File: src/rtl/mem_stage_if.sv
// Data-memory request/ack bus between the MEM stage and memory.
// The stage drives the request; memory answers with ack and read data.
interface mem_stage_if;
  logic        req;
  logic [31:0] addr;
  logic [3:0]  we;
  logic [31:0] wdata;
  logic        ack;
  logic [31:0] rdata;

  modport master (
    output req, addr, we, wdata,
    input  ack, rdata
  );

  modport slave (
    input  req, addr, we, wdata,
    output ack, rdata
  );
endinterface

File: src/rtl/mem_stage.sv
// MEM pipeline stage: issues data-memory accesses, waits for ack
// with a bounded timeout, formats loads and registers the WB bundle.
module mem_stage #(
  parameter int MAX_WAIT = 16
) (
  input  logic        clk,
  input  logic        rst,
  input  logic        write,
  input  logic        flush,
  input  logic [31:0] pc,
  input  logic [31:0] exe_data,
  input  logic [31:0] busB,
  input  logic [3:0]  memReadEn,
  input  logic [3:0]  memWriteEn,
  input  logic        load_signed,
  input  logic        mem_to_reg,
  input  logic        reg_wen,
  input  logic [4:0]  reg_num,
  input  logic        cp0_wen,
  input  logic [4:0]  cp0_num,
  input  logic [2:0]  cp0_sel,
  input  logic        overflow,
  input  logic        Int,
  input  logic        bad_inst,
  input  logic [1:0]  bc_inst,
  mem_stage_if.master dm,
  output logic        stall_out,
  output logic [31:0] pc_out,
  output logic [31:0] wb_data_out,
  output logic        reg_wen_out,
  output logic [4:0]  reg_num_out,
  output logic        cp0_wen_out,
  output logic [4:0]  cp0_num_out,
  output logic [2:0]  cp0_sel_out,
  output logic        overflow_out,
  output logic        Int_out,
  output logic        bad_inst_out,
  output logic [1:0]  bc_inst_out,
  output logic        addr_err_out,
  output logic        bus_err_out
);

  localparam int CW = $clog2(MAX_WAIT + 1);

  typedef enum logic {
    IDLE = 1'b0,
    WAIT = 1'b1
  } state_t;

  typedef struct packed {
    logic [31:0] pc;
    logic [31:0] wb;
    logic        reg_wen;
    logic [4:0]  reg_num;
    logic        cp0_wen;
    logic [4:0]  cp0_num;
    logic [2:0]  cp0_sel;
    logic        overflow;
    logic        intr;
    logic        bad_inst;
    logic [1:0]  bc_inst;
    logic        addr_err;
    logic        bus_err;
  } wb_t;

  state_t      state, state_n;
  logic [CW-1:0] cnt;
  logic [31:0] addr_q, wdata_q;
  logic [3:0]  we_q;
  logic        flush_q;

  logic [3:0]  mask;
  logic        access, is_byte, is_half, is_word;
  logic        addr_err, mem_op, timeout, kill;
  logic [31:0] addr_c, wdata_c, ld;
  logic [3:0]  we_c;
  logic [7:0]  lane_b;
  logic [15:0] lane_h;
  wb_t         out_q, out_d;

  assign mask    = (|memWriteEn) ? memWriteEn : memReadEn;
  assign access  = |(memReadEn | memWriteEn);
  assign is_byte = mask == 4'b0001;
  assign is_half = mask == 4'b0011;
  assign is_word = access && !is_byte && !is_half;

  assign addr_err = (is_word && |exe_data[1:0])
                 || (is_half && exe_data[0]);
  assign mem_op   = access && !addr_err && !flush && !overflow;

  assign addr_c = {exe_data[31:2], 2'b00};
  assign we_c   = (|memWriteEn) ? memWriteEn << exe_data[1:0]
                                : 4'b0000;

  always_comb begin
    wdata_c = busB;
    unique case (1'b1)
      is_byte: wdata_c = {4{busB[7:0]}};
      is_half: wdata_c = {2{busB[15:0]}};
      default: wdata_c = busB;
    endcase
  end

  assign timeout = (state == WAIT) && !dm.ack
                && (cnt == CW'(MAX_WAIT - 1));

  always_comb begin
    stall_out = 1'b0;
    if (rst) begin
      stall_out = (state == IDLE && mem_op && !dm.ack)
               || (state == WAIT && !dm.ack && !timeout);
    end
  end

  always_comb begin
    state_n = state;
    unique case (state)
      IDLE: if (mem_op && !dm.ack) state_n = WAIT;
      WAIT: if (dm.ack || timeout) state_n = IDLE;
    endcase
  end

  // In WAIT the request comes from the captured copy, so a late
  // flush cannot disturb an access that is already on the bus.
  always_comb begin
    dm.req   = 1'b0;
    dm.addr  = addr_c;
    dm.we    = 4'b0000;
    dm.wdata = wdata_c;
    if (rst) begin
      unique case (state)
        IDLE: begin
          dm.req = mem_op;
          if (mem_op) dm.we = we_c;
        end
        WAIT: begin
          dm.req   = 1'b1;
          dm.addr  = addr_q;
          dm.we    = we_q;
          dm.wdata = wdata_q;
        end
      endcase
    end
  end

  always_ff @(posedge clk or negedge rst) begin
    if (!rst) begin
      state   <= IDLE;
      cnt     <= '0;
      addr_q  <= '0;
      we_q    <= '0;
      wdata_q <= '0;
      flush_q <= 1'b0;
    end else begin
      state <= state_n;
      if (state == IDLE) begin
        cnt     <= '0;
        flush_q <= 1'b0;
        if (mem_op) begin
          addr_q  <= addr_c;
          we_q    <= we_c;
          wdata_q <= wdata_c;
        end
      end else begin
        cnt     <= cnt + 1'b1;
        flush_q <= flush_q | flush;
      end
    end
  end

  always_comb begin
    lane_b = dm.rdata[7:0];
    unique case (exe_data[1:0])
      2'd0: lane_b = dm.rdata[7:0];
      2'd1: lane_b = dm.rdata[15:8];
      2'd2: lane_b = dm.rdata[23:16];
      2'd3: lane_b = dm.rdata[31:24];
    endcase
    lane_h = exe_data[1] ? dm.rdata[31:16]
                         : dm.rdata[15:0];
    ld = dm.rdata;
    unique case (1'b1)
      is_byte: ld = load_signed ? {{24{lane_b[7]}}, lane_b}
                                : {24'h0, lane_b};
      is_half: ld = load_signed ? {{16{lane_h[15]}}, lane_h}
                                : {16'h0, lane_h};
      default: ld = dm.rdata;
    endcase
  end

  assign kill = flush || (state == WAIT && flush_q)
             || overflow || addr_err || timeout;

  always_comb begin
    out_d          = '0;
    out_d.pc       = pc;
    out_d.wb       = (mem_to_reg && !timeout) ? ld : exe_data;
    out_d.reg_wen  = reg_wen && !kill;
    out_d.reg_num  = reg_num;
    out_d.cp0_wen  = cp0_wen && !kill;
    out_d.cp0_num  = cp0_num;
    out_d.cp0_sel  = cp0_sel;
    out_d.overflow = overflow;
    out_d.intr     = Int;
    out_d.bad_inst = bad_inst;
    out_d.bc_inst  = bc_inst;
    out_d.addr_err = addr_err;
    out_d.bus_err  = timeout;
  end

  always_ff @(posedge clk or negedge rst) begin
    if (!rst)           out_q <= '0;
    else if (stall_out) out_q <= '0;
    else if (write)     out_q <= out_d;
  end

  assign pc_out       = out_q.pc;
  assign wb_data_out  = out_q.wb;
  assign reg_wen_out  = out_q.reg_wen;
  assign reg_num_out  = out_q.reg_num;
  assign cp0_wen_out  = out_q.cp0_wen;
  assign cp0_num_out  = out_q.cp0_num;
  assign cp0_sel_out  = out_q.cp0_sel;
  assign overflow_out = out_q.overflow;
  assign Int_out      = out_q.intr;
  assign bad_inst_out = out_q.bad_inst;
  assign bc_inst_out  = out_q.bc_inst;
  assign addr_err_out = out_q.addr_err;
  assign bus_err_out  = out_q.bus_err;

endmodule

File: src/flat_wrapper.sv
// flat-port wrapper written by rule: the top's interface ports become plain ports
module mem_stage_flat 
#(
  parameter int MAX_WAIT = 16
)
  (clk, rst, write, flush, pc, exe_data, busB, memReadEn, memWriteEn, load_signed, mem_to_reg, reg_wen, reg_num, cp0_wen, cp0_num, cp0_sel, overflow, Int, bad_inst, bc_inst, stall_out, pc_out, wb_data_out, reg_wen_out, reg_num_out, cp0_wen_out, cp0_num_out, cp0_sel_out, overflow_out, Int_out, bad_inst_out, bc_inst_out, addr_err_out, bus_err_out, dm_req, dm_addr, dm_we, dm_wdata, dm_ack, dm_rdata);
  mem_stage_if dm_i ();
  input  logic clk;
  input  logic rst;
  input  logic write;
  input  logic flush;
  input  logic [31:0] pc;
  input  logic [31:0] exe_data;
  input  logic [31:0] busB;
  input  logic [3:0] memReadEn;
  input  logic [3:0] memWriteEn;
  input  logic load_signed;
  input  logic mem_to_reg;
  input  logic reg_wen;
  input  logic [4:0] reg_num;
  input  logic cp0_wen;
  input  logic [4:0] cp0_num;
  input  logic [2:0] cp0_sel;
  input  logic overflow;
  input  logic Int;
  input  logic bad_inst;
  input  logic [1:0] bc_inst;
  output logic stall_out;
  output logic [31:0] pc_out;
  output logic [31:0] wb_data_out;
  output logic reg_wen_out;
  output logic [4:0] reg_num_out;
  output logic cp0_wen_out;
  output logic [4:0] cp0_num_out;
  output logic [2:0] cp0_sel_out;
  output logic overflow_out;
  output logic Int_out;
  output logic bad_inst_out;
  output logic [1:0] bc_inst_out;
  output logic addr_err_out;
  output logic bus_err_out;
  output wire logic [$bits(dm_i.req)-1:0] dm_req;
  output wire logic [$bits(dm_i.addr)-1:0] dm_addr;
  output wire logic [$bits(dm_i.we)-1:0] dm_we;
  output wire logic [$bits(dm_i.wdata)-1:0] dm_wdata;
  input wire logic [$bits(dm_i.ack)-1:0] dm_ack;
  input wire logic [$bits(dm_i.rdata)-1:0] dm_rdata;
  assign dm_req = dm_i.req;
  assign dm_addr = dm_i.addr;
  assign dm_we = dm_i.we;
  assign dm_wdata = dm_i.wdata;
  assign dm_i.ack = dm_ack;
  assign dm_i.rdata = dm_rdata;
  mem_stage #(.MAX_WAIT(MAX_WAIT)) u_core (.clk(clk), .rst(rst), .write(write), .flush(flush), .pc(pc), .exe_data(exe_data), .busB(busB), .memReadEn(memReadEn), .memWriteEn(memWriteEn), .load_signed(load_signed), .mem_to_reg(mem_to_reg), .reg_wen(reg_wen), .reg_num(reg_num), .cp0_wen(cp0_wen), .cp0_num(cp0_num), .cp0_sel(cp0_sel), .overflow(overflow), .Int(Int), .bad_inst(bad_inst), .bc_inst(bc_inst), .dm(dm_i), .stall_out(stall_out), .pc_out(pc_out), .wb_data_out(wb_data_out), .reg_wen_out(reg_wen_out), .reg_num_out(reg_num_out), .cp0_wen_out(cp0_wen_out), .cp0_num_out(cp0_num_out), .cp0_sel_out(cp0_sel_out), .overflow_out(overflow_out), .Int_out(Int_out), .bad_inst_out(bad_inst_out), .bc_inst_out(bc_inst_out), .addr_err_out(addr_err_out), .bus_err_out(bus_err_out));
endmodule
File: config.mk
export PLATFORM = sky130hd
export DESIGN_NAME = mem_stage_flat
export DESIGN_NICKNAME = d
export VERILOG_FILES = /design/src/rtl/mem_stage_if.sv /design/src/rtl/mem_stage.sv /design/src/flat_wrapper.sv
export SDC_FILE = /design/constraint.sdc
export NUM_CORES = 1
export LEC_CHECK = 0
export CORE_MARGIN = 5
export CORE_UTILIZATION = 45
export DETAILED_ROUTE_END_ITERATION = 10
export PLACE_DENSITY_LB_ADDON = 0.25
export SYNTH_ARGS = -nofsm -noshare
export SYNTH_HDL_FRONTEND = slang
export SYNTH_SLANG_ARGS = --single-unit
File: constraint.sdc
create_clock -name clk -period 3.2 [get_ports clk]
set_input_delay 0.48 -clock clk [delete_from_list [all_inputs] [get_ports clk]]
set_output_delay 0.48 -clock clk [all_outputs]
set_load 0.02 [all_outputs]
==> implementation parameters <==
Parameter                              Value

Run status
  Status    finished with violations
  Violations in the final reports    setup timing

Setup path
  Reg2reg start    u_core.cnt[0]
  Worst reg2reg path endpoint    u_core.wb_data_out[26]
  CP Max Fanout    11
  Category of the worst setup path launch point    input pin
  Critical path capture point type    output pin
  Worst setup path class    in -> out
  Number of cells on the worst reg-to-reg path    8
  Endpoint required time on the critical path    2.72 ns
  Arrival time reported for the critical path endpoint    2.72 ns
  R2r setup slk    0.48 ns

Power
  Clock network fraction of design power    30.9%
  Relative contribution of combinational cells to total power    28.4%
  Switching share of total power    30.0%
  Power spent charging and discharging nets    1.93 mW
  Worst voltage drop across the vdd grid    0.356 mV
  Leakage Power    5.41 nW
  Cell internal power dissipation    4.50 mW
  Part of the total power dissipated in sequential elements    40.7%
  P per Cell Area    515 nW/µm²

Timing
  Final critical-path share of the clock period    100%
  Final slew viol count    0
  Minimum clock period after layout    3.20 ns
  Highest achievable clock rate    0.312 GHz
  Final Hold Fails    0
  Relative slew margins    42.1%
  Actual transition at the worst max-transition pin    0.869 ns
  Final setup slack of the worst path    -0.00387 ns
  Unrepaired setup endpoints after global routing    no
  Worst hold slack    0.141 ns
  Worst clock skew    0.0138 ns
  Total setup violations reported at the end of the flow    1

Finish
  Footprint of the flip-flops and latches    3980 µm²
  Post-route insts no fill    1,361
  Share of final-layout standard cells stronger than drive strength 1    19.7%
  Area used by multi-input combinational logic    3930 µm²
  Synth-to-Final Area Change    51.4%
  Final net count    1,283
  Number of fillers in the final layout    1,388

Yosys
  Synthesis-stage register bit count    159
  Number of enable flip-flop cells after synthesis    0
  Part of the Yosys area used for sequential elements    48.2%
  Count of mapped cells out of synthesis    774
  Cell area after technology mapping    8260 µm²
  Average size of a mapped cell    10.7 µm²
  Distinct cells, synth    49
  Most used flip-flop cell after synthesis    sky130_fd_sc_hd__dfrtp_1
  Count of yosys warnings during synthesis    0
  Ys async rst share    100%

GRT
  Via count of the first global-routing pass    7,870
  Aggregate global routing overflow    0
  Fraction of met3 tracks used by global routing    6.57%
  Largest net degree at the start of global routing    70
  Global-route wire length before repair    44.6 mm
  Initial antenna violation count    1
  Busiest grt layer    met2
  GRT met2 Usage    42.3%
  Global routing usage summed across all routing layers    26.0%
  Met1 track demand over resource    33.7%

CTS
  CTS root buffer    sky130_fd_sc_hd__clkbuf_16
  Sinks on Clock Net    159
  CTS Buf Count    17
  Clock tree from TritonCTS    built
  Clock insertion delay at the later pin of the skew report    0.42 ns
  Clock Tree Buf Depth    2
  Clock H-tree levels    4
  Clock Pin Slew Worst Setup and Hold Paths    0.07 ns

Floorplanning
  Starting density of the core    45.8%
  DIE WIDTH    145 µm
  Boundary Pins    319
  Die outline area    21,200 µm²
  FP Rows    49
  Core ar.    18,000 µm²
  Die height    145 µm

Route
  Iter 0 DRT Violations    382
  1st-pass router iterations    5
  Antenna viol nets, final    0
  DRC Markers    0
  Routed wire length    28.1 mm
  Detailed-route wire length per cell    20.6 µm
  Number of vias per cell    5.60
  Count of vias placed by the detailed router    7,616

Place
  Inst Count DP    1,327
  Port-buffer cells    316
  Final GP Congestion    0.881
  Half-perimeter wire length of the detailed placement result    21.1 mm

Flow run
  MaxCap Viol Count    0

Worst hold path
  Class of the worst hold path    in -> async
layout by cell type (no fill, tap or decap), drive strengths merged, types with 4 or more instances in the layout:
cell type,instances
a32o,4
nor2b,7
o22ai,13
clkdlybuf4s50,284
o211ai,4
nor2,87
clkinv,5
dlygate4sd2,18
dfrtp,159
o211a,4
and3,12
a221oi,9
a21oi,74
a22oi,22
nor3,13
o21ai,24
mux2,85
clkbuf,28
buf,76
nand3,11
nand2,50
o221ai,6
inv,10
a31oi,34
mux2i,53
o21a,4
metrics by stage:
stage | power [mW] | area (µm²) | TNS, ns | util (%) | setup slack (ns)
finish | 6.43 | 12500 | -0.00387 | 69.4 | -0.00387
CTS | 6.48 | 12500 | 0 | 69.6 | 0.00507
global placement | 4.44 | 12000 | -6.62 | 66.4 | -0.268
global route | 6.73 | 12500 | 0 | 69.4 | 0.00525
detailed placement | 4.49 | 12000 | -11.09 | 66.4 | -0.308
floorplan | 3.57 | 8260 | 0 | - | 0.293
worst max path at each step:
stage / start / to / slack [ns]
finish: memReadEn[2] / dm_wdata[30] / -0.004
global route: memReadEn[2] / dm_wdata[18] / 0.005
CTS: memReadEn[1] / dm_we[2] / 0.005
detailed placement: memReadEn[1] / dm_wdata[31] / -0.31
global placement: memReadEn[2] / dm_wdata[31] / -0.27
floorplan: memWriteEn[1] / dm_wdata[20] / 0.29
logic make-up (layout without fill, tap and decap cells):
logic type | after synthesis | after routing | share of synthesized area (%)
compound gates | 206 | 206 | 15.6
simple gates | 192 | 192 | 10.5
flops | 159 | 159 | 48.2
mux | 141 | 141 | 20.7
buf+inv | 71 | 427 | 4.55
fa+ha+maj | 2 | 2 | 0.303
xor+xnor | 2 | 2 | 0.212
other cells | 1 | 3 | 0.0454
critical path: stages:
cell and delay [ns]:
sky130_fd_sc_hd__clkdlybuf4s50_1 0.42, sky130_fd_sc_hd__buf_4 0.15, sky130_fd_sc_hd__nor4b_1 0.40, sky130_fd_sc_hd__buf_4 0.19
sky130_fd_sc_hd__o21a_1 0.15, sky130_fd_sc_hd__buf_12 0.14, sky130_fd_sc_hd__nand3_1 0.07, sky130_fd_sc_hd__and3_1 0.22
sky130_fd_sc_hd__a21oi_1 0.18, sky130_fd_sc_hd__clkdlybuf4s15_1 0.33
state kept, by name, indices dropped and copies added, names as in the netlist, 2 cells and up:
signal / flops
u_core.addr_q: 30
u_core.bc_inst_out: 2
u_core.cnt: 5
u_core.cp0_num_out: 5
u_core.cp0_sel_out: 3
u_core.pc_out: 32
u_core.reg_num_out: 5
u_core.wb_data_out: 32
u_core.wdata_q: 32
u_core.we_q: 4
layer usage:
layer / vias up / part of all wire (%)
met2: 350 / 47
met4: 0 / 3.3
li1: 3517 / -
met3: 53 / 7.4
met1: 3696 / 42
met5: - / 0
power by group through the flow:
| stage | Combinational, mW | Sequential [mW] | Clock (mW) |
|---|---|---|---|
| 4_1_cts | 1.84 | 2.61 | 2.03 |
| 3_3_place_gp | 1.82 | 2.62 | 0 |
| 6_report | 1.83 | 2.62 | 1.99 |
| 2_1_floorplan | 0.810 | 2.76 | 0 |
| 3_5_place_dp | 1.86 | 2.63 | 0 |
| 5_1_grt | 1.95 | 2.66 | 2.12 |
timing repair:
item | CTS | global route
hold buffers | 1 | 0
endpoints found under the hold margin | 18 | 0
gates resized for setup | 37 | 23
buffers inserted | 0 | 0
setup endpoints to repair | 30 | 29
final cells by class:
type / instances / area share [%]
flip-flops and latches: 159 / 31.8
multi-input cells: 545 / 31.5
repair buffers: 389 / 29.6
clock buffers: 19 / 3.62
well taps: 229 / 2.29
clock inverters: 13 / 1.02
inverters: 6 / 0.180
diodes: 1 / 0.0200
synthesized netlist by cell type (3+ instances only):
library cell | instances | area [µm²]
sky130_fd_sc_hd__a221oi_1 | 9 | 78.8
sky130_fd_sc_hd__o21ai_0 | 23 | 115
sky130_fd_sc_hd__mux4_2 | 3 | 67.6
sky130_fd_sc_hd__inv_1 | 6 | 22.5
sky130_fd_sc_hd__a22oi_1 | 22 | 165
sky130_fd_sc_hd__o221ai_1 | 6 | 52.6
sky130_fd_sc_hd__o22ai_1 | 13 | 81.3
sky130_fd_sc_hd__buf_6 | 13 | 146
sky130_fd_sc_hd__a31oi_1 | 34 | 213
sky130_fd_sc_hd__nor2_1 | 77 | 289
sky130_fd_sc_hd__dfrtp_1 | 159 | 3980
sky130_fd_sc_hd__o211ai_1 | 4 | 30.0
sky130_fd_sc_hd__nor2b_1 | 7 | 43.8
sky130_fd_sc_hd__a211oi_1 | 3 | 22.5
sky130_fd_sc_hd__mux2i_1 | 53 | 531
sky130_fd_sc_hd__nand3_1 | 11 | 55.1
sky130_fd_sc_hd__mux2_4 | 40 | 601
sky130_fd_sc_hd__a32o_1 | 4 | 40.0
sky130_fd_sc_hd__clkbuf_1 | 46 | 173
sky130_fd_sc_hd__a21oi_1 | 74 | 370
sky130_fd_sc_hd__nor3_1 | 13 | 65.1
sky130_fd_sc_hd__and3_1 | 12 | 75.1
sky130_fd_sc_hd__mux2_2 | 45 | 507
sky130_fd_sc_hd__nand2_1 | 50 | 188
sky130_fd_sc_hd__buf_2 | 3 | 15.0
sky130_fd_sc_hd__o211a_1 | 4 | 40.0
sky130_fd_sc_hd__nor2_2 | 10 | 62.6
sky130_fd_sc_hd__o21a_1 | 4 | 30.0
(Power assumes the default switching activity.)
